$ cat src/rtl/text_buffer_pkg.sv
// Shared types and constants for the text display character buffer.
package text_buffer_pkg;

  typedef enum logic [1:0] {
    IDLE    = 2'd0,
    CLR_ALL = 2'd1,
    CLR_ROW = 2'd2
  } state_t;

  localparam logic [7:0] CHAR_CR = 8'h0D;
  localparam logic [7:0] CHAR_LF = 8'h0A;

endpackage

$ cat src/rtl/text_buffer_clear_ctr.sv
// Row/column sweep pointer for the clear engine: loads (start_row, 0) on start,
// steps row-major on advance, and flags the last column / last cell.
module text_buffer_clear_ctr #(
  parameter int unsigned ROWS  = 32,
  parameter int unsigned COLS  = 4,
  parameter int unsigned ROW_W = $clog2(ROWS),
  parameter int unsigned COL_W = $clog2(COLS)
) (
  input  logic             clk,
  input  logic             reset,
  input  logic             start,
  input  logic [ROW_W-1:0] start_row,
  input  logic             advance,
  output logic [ROW_W-1:0] row,
  output logic [COL_W-1:0] col,
  output logic             last_col,
  output logic             last_cell
);

  assign last_col  = (col == COL_W'(COLS - 1));
  assign last_cell = last_col && (row == ROW_W'(ROWS - 1));

  always_ff @(posedge clk or posedge reset) begin
    if (reset) begin
      row <= '0;
      col <= '0;
    end else if (start) begin
      row <= start_row;
      col <= '0;
    end else if (advance) begin
      if (last_col) begin
        col <= '0;
        row <= (row == ROW_W'(ROWS - 1)) ? '0 : row + ROW_W'(1);
      end else begin
        col <= col + COL_W'(1);
      end
    end
  end

endmodule

$ cat src/rtl/text_buffer_ram.sv
// Dual-port character buffer with a one-cell-per-clock clear engine.
// Define SCROLL_EN to add circular row scrolling with single-row clearing.
module text_buffer_ram
  import text_buffer_pkg::*;
#(
  parameter int unsigned      DATA_W    = 8,
  parameter int unsigned      ROWS      = 32,
  parameter int unsigned      COLS      = 4,
  parameter int unsigned      ROW_W     = $clog2(ROWS),
  parameter int unsigned      COL_W     = $clog2(COLS),
  parameter int unsigned      NTAPS     = 2,
  parameter logic [DATA_W-1:0] CLEAR_VAL = '0
) (
  input  logic                    clk,
  input  logic                    reset,
  input  logic                    we,
  input  logic [ROW_W-1:0]        w_row,
  input  logic [COL_W-1:0]        w_col,
  input  logic [DATA_W-1:0]       din,
  input  logic                    clr,
  input  logic                    scroll,
  input  logic [ROW_W-1:0]        r_row,
  input  logic [COL_W-1:0]        r_col,
  output logic [DATA_W-1:0]       dout,
  output logic [NTAPS*DATA_W-1:0] taps,
  output logic                    busy
);

  localparam logic [DATA_W-1:0] CR_V = DATA_W'(CHAR_CR);
  localparam logic [DATA_W-1:0] LF_V = DATA_W'(CHAR_LF);

  logic [DATA_W-1:0] mem [ROWS][COLS];

  state_t            state;
  logic [ROW_W-1:0]  row_base;
  logic [ROW_W-1:0]  ptr_row;
  logic [COL_W-1:0]  ptr_col;
  logic              last_col;
  logic              last_cell;
  logic              scroll_go;
  logic              ctr_start;
  logic [ROW_W-1:0]  ctr_load_row;
  logic              wr_ok;
  logic              rd_ok;
  logic              mem_we;
  logic [ROW_W-1:0]  mem_row;
  logic [COL_W-1:0]  mem_col;
  logic [DATA_W-1:0] mem_data;

  // Logical to physical row: single compare-and-subtract since both terms are < ROWS.
  function automatic logic [ROW_W-1:0] map_row(input logic [ROW_W-1:0] lrow,
                                               input logic [ROW_W-1:0] base);
    logic [ROW_W:0] sum;
    sum = {1'b0, lrow} + {1'b0, base};
    if (32'(sum) >= ROWS) sum = sum - (ROW_W+1)'(ROWS);
    return sum[ROW_W-1:0];
  endfunction

  function automatic logic in_range(input logic [ROW_W-1:0] row,
                                    input logic [COL_W-1:0] col);
    return (32'(row) < ROWS) && (32'(col) < COLS);
  endfunction

`ifdef SCROLL_EN
  assign scroll_go = scroll && !clr && (state == IDLE);
`else
  logic unused_inputs;
  assign scroll_go     = 1'b0;
  assign row_base      = '0;
  assign unused_inputs = ^{scroll, last_col};
`endif

  assign ctr_start    = clr || scroll_go;
  assign ctr_load_row = scroll_go ? row_base : '0;

  text_buffer_clear_ctr #(
    .ROWS  (ROWS),
    .COLS  (COLS),
    .ROW_W (ROW_W),
    .COL_W (COL_W)
  ) u_clear_ctr (
    .clk       (clk),
    .reset     (reset),
    .start     (ctr_start),
    .start_row (ctr_load_row),
    .advance   (state != IDLE),
    .row       (ptr_row),
    .col       (ptr_col),
    .last_col  (last_col),
    .last_cell (last_cell)
  );

  // Control FSM; clr outranks scroll, which outranks user writes.
  always_ff @(posedge clk or posedge reset) begin
    if (reset) begin
      state    <= CLR_ALL;
      busy     <= 1'b1;
`ifdef SCROLL_EN
      row_base <= '0;
`endif
    end else if (clr) begin
      state    <= CLR_ALL;
      busy     <= 1'b1;
`ifdef SCROLL_EN
      row_base <= '0;
`endif
    end else begin
      case (state)
        IDLE: begin
`ifdef SCROLL_EN
          if (scroll_go) begin
            state    <= CLR_ROW;
            busy     <= 1'b1;
            row_base <= (row_base == ROW_W'(ROWS - 1)) ? '0 : row_base + ROW_W'(1);
          end
`endif
        end
        CLR_ALL: begin
          if (last_cell) begin
            state <= IDLE;
            busy  <= 1'b0;
          end
        end
`ifdef SCROLL_EN
        CLR_ROW: begin
          if (last_col) begin
            state <= IDLE;
            busy  <= 1'b0;
          end
        end
`endif
        default: begin
          state <= IDLE;
          busy  <= 1'b0;
        end
      endcase
    end
  end

  // Single memory write port shared by the clear engine and the user writer.
  always_comb begin
    wr_ok    = we && (din != CR_V) && (din != LF_V) && in_range(w_row, w_col);
    mem_we   = 1'b0;
    mem_row  = ptr_row;
    mem_col  = ptr_col;
    mem_data = CLEAR_VAL;
    if (state != IDLE) begin
      mem_we = 1'b1;
    end else if (wr_ok && !clr && !scroll_go) begin
      mem_we   = 1'b1;
      mem_row  = map_row(w_row, row_base);
      mem_col  = w_col;
      mem_data = din;
    end
  end

  always_ff @(posedge clk) begin
    if (mem_we) mem[mem_row][mem_col] <= mem_data;
  end

  assign rd_ok = in_range(r_row, r_col);

  // Registered read and tap ports; nonblocking read gives read-before-write.
  always_ff @(posedge clk or posedge reset) begin
    if (reset) begin
      dout <= '0;
      taps <= '0;
    end else begin
      dout <= rd_ok ? mem[map_row(r_row, row_base)][r_col] : CLEAR_VAL;
      for (int unsigned k = 0; k < NTAPS; k++) begin
        taps[k*DATA_W +: DATA_W] <= mem[row_base][COL_W'(k)];
      end
    end
  end

endmodule

$ cat config.mk
export PLATFORM = sky130hd
export DESIGN_NAME = text_buffer_ram
export DESIGN_NICKNAME = d
export VERILOG_FILES = /design/src/rtl/text_buffer_pkg.sv /design/src/rtl/text_buffer_clear_ctr.sv /design/src/rtl/text_buffer_ram.sv
export SDC_FILE = /design/constraint.sdc
export NUM_CORES = 1
export LEC_CHECK = 0
export BUFFER_PORTS_ARGS = -buffer_cell sky130_fd_sc_hd__buf_2
export CAP_MARGIN = 20
export CORE_MARGIN = 2
export CORE_UTILIZATION = 50
export CTS_BUF_LIST = sky130_fd_sc_hd__clkbuf_8
export DETAILED_ROUTE_END_ITERATION = 12
export HOLD_SLACK_MARGIN = 0.03
export PLACE_DENSITY = 0.74
export SLEW_MARGIN = 25
export SYNTH_ARGS = -nofsm -noshare
export SYNTH_HDL_FRONTEND = slang
export SYNTH_SLANG_ARGS = --single-unit
$ cat constraint.sdc
create_clock -name clk -period 4.8 [get_ports clk]
set_input_delay 0 -clock clk [delete_from_list [all_inputs] [get_ports clk]]
set_output_delay 0 -clock clk [all_outputs]
set_load 0.02 [all_outputs]
==> summary.txt <==
Place
  • Buffers on Ports: 50
  • Pre-CTS setup slack: 1210 ps
  • Area after DPL: 42400 um2
  • Gpl congestion: 0.826
  • DP Wirelength: 52.5 mm

Die
  • Chip width: 290 um
  • Initial core utilization: 0.505
  • Core area: 80700 um2
  • Die Height: 290 um
  • Row cnt: 104
  • DIE AREA: 83800 um2
  • I/O pins: 52

Routing
  • Met3 routed WL: 8.22 mm
  • Wire per inst: 27.8 um
  • Remaining DRCs: 0
  • Via count: 18800
  • Initial DRC count: 2191
  • Met2 Wirelength: 41.8 mm
  • DRT Pass-1 Iters: 6
  • Vias per cell: 6.08
  • Final wirelength: 85.8 mm
  • Antenna-violating nets left: 0
  • Post-Route M1 WL: 34.0 mm
  • Max Used Layer: met4

Timing
  • Max Freq: 260 MHz
  • Rel. slew slack: 0.245
  • Hold Vio Cnt, Final: 0
  • Crit share post-route: 0.802
  • Setup TNS: 0 ps
  • Worst Tran Pin Value: 1130 ps
  • Setup ws final: 949 ps
  • Final slew viol count: 0
  • Clk_skew: 35.9 ps
  • Minimum clock period: 3850 ps
  • Number of setup violations in the final report: 0
  • RSZ-0062 raised after global routing: no

Clocking
  • Root buf cell: clkbuf_8
  • Clock transition at path regs: 70 ps
  • CTS tree: yes
  • Clock buffer count from CTS: 158
  • Skew-Pair Late Insertion Delay: 800 ps
  • Resized cells post-CTS: 0
  • Clock sink count: 1056
  • H-Tree Depth: 4
  • Post-CTS Repair Setup Buffers: 0
  • Max Root-Sink Buffers: 3

Logic synthesis
  • Ys async rst share: 0.0303
  • Sequential fraction of the synthesis area: 0.774
  • Yosys cell types: 38
  • Cell Area, Synth: 40800 um2
  • Post-synth EDFFs: 1024
  • Flops & latches, synth: 1056
  • Syn_area_per_cell: 23.6 um2
  • Gate Count Post-Synth: 1730
  • Syn_nets: 1760
  • Ys flop type: edfxtp_1
  • Ys Warns: 0

Global routing
  • Pin count of the biggest net entering global routing: 90
  • First-pass GRT wire length: 127 mm
  • Overflow after GRT: 0
  • Antenna violations before repair: 3
  • Vias in the first global route: 19200
  • Gr usage total: 0.212

Critical path
  • CP Launch Type: input port
  • Critical path class: input port to register
  • Critical Path AT: 4270 ps
  • Critical path data required time: 5220 ps
  • CP Max Fanout: 13
  • Setup crit end kind: register

Cells and area
  • Most frequent cells in the layout: 1024 x edfxtp_1, 336 x mux4_2, 162 x clkbuf_8, 133 x nor2_1, 56 x inv_1
  • Layout cells sized above 1: 0.319
  • Final design utilization: 0.564
  • Layout Nets: 1940
  • Final Instance Area: 45500 um2
  • Area delta synth->final: 11.6%
  • Commonest non-fill, non-tap cell in the layout: edfxtp_1
  • Fillers: 5746

Hold path
  • Worst hold path class: input port to register

Pwr
  • Power density cells: 381 nW/um2
  • Pleak: 0.0154 uW
  • VDD IR max: 0.218 mV

Flow run
  • MaxCap Viol Count: 0

Outcome
  • Status: completed
[flip-flops by register name (all words and copies together), names as in the netlist]
signal and flops:
dout 8, mem 1024, state 1, taps 16
u_clear_ctr.col 2, u_clear_ctr.row 5
[path summary, 6_finish.rpt]
path / start / to / slack, ps / cells after the start
worst max register to register: state[0] / mem[2][26] / 1100 / 5
worst min-delay path: r_col[0] / dout[1] / 210 / 3
max in group asynchronous: reset / state[0] / 3920 / 5
min in group asynchronous: reset / taps[3] / 470 / 5
worst max-delay path: clr / mem[2][26] / 950 / 8
worst min register to register: mem[0][20] / taps[12] / 380 / 0
[logic make-up after synthesis]
logic type	after synthesis	synth area share
buffers and inverters	96	0.0105
AO/OA/AOI/OAI	49	0.00721
AND/OR/NAND/NOR	181	0.0192
adder cells (fa/ha/maj)	3	0.000921
multiplexers	345	0.188
flip-flops	1056	0.774
[area by class of cell]
cell class	count	area, um2	area share
Multi-Input combinational cell	578	8850	0.195
Timing Repair Buffer	111	886	0.0195
Clock buffer	162	2230	0.0490
Antenna cell	1	2.50	0.0000550
Tap cell	1060	1330	0.0291
Sequential cell	1056	31600	0.693
Inverter	5	18.8	0.000412
Clock inverter	114	638	0.0140
[where the power goes]
part	switching [uW]	total, uW	internal [uW]
combinational	344	605	261
sequential	31.8	10100	10000
clock	3280	6690	3410
[Yosys cell counts (7+ instances only)]
cell type | n | area (um2)
buf_2 | 15 | 75.1
buf_1 | 24 | 90.1
nand2_1 | 10 | 37.5
and3_1 | 7 | 43.8
buf_4 | 11 | 82.6
o21ai_1 | 16 | 80.1
nor2_1 | 133 | 499
a21oi_1 | 11 | 55.1
mux2_2 | 8 | 90.1
edfxtp_1 | 1024 | 30700
mux4_2 | 336 | 7570
dfrtp_1 | 31 | 776
clkbuf_1 | 40 | 150
[per-stage QoR]
step	hold WS [ps]	instances	total power, uW
2_1_floorplan	115	1730	10600
6_report	214	3087	17300
5_1_grt	182	3087	17900
4_1_cts	139	3084	17500
3_3_place_gp	148	2791	10800
3_5_place_dp	164	2791	10800
[critical path, cell delays in order]
cell and delay, ps:
dlygate4sd3_1 530, buf_2 120, dlygate4sd3_1 680, inv_1 140, nand3_1 390, o41ai_1 950
o21ai_1 650, nor2_1 800
[what timing repair did]
action | in CTS | in global routing
setup endpoints to repair | 0 | 0
hold buffers | 17 | 0
endpoints found under the hold margin | 449 | 0
[routing by layer]
layer  up-vias  global-route usage
li1       7775                   -
met1      9922               0.303
met2       958               0.330
met3       119              0.0521
met4         0              0.0587
met5         -                   0
(Power assumes the default switching activity.)
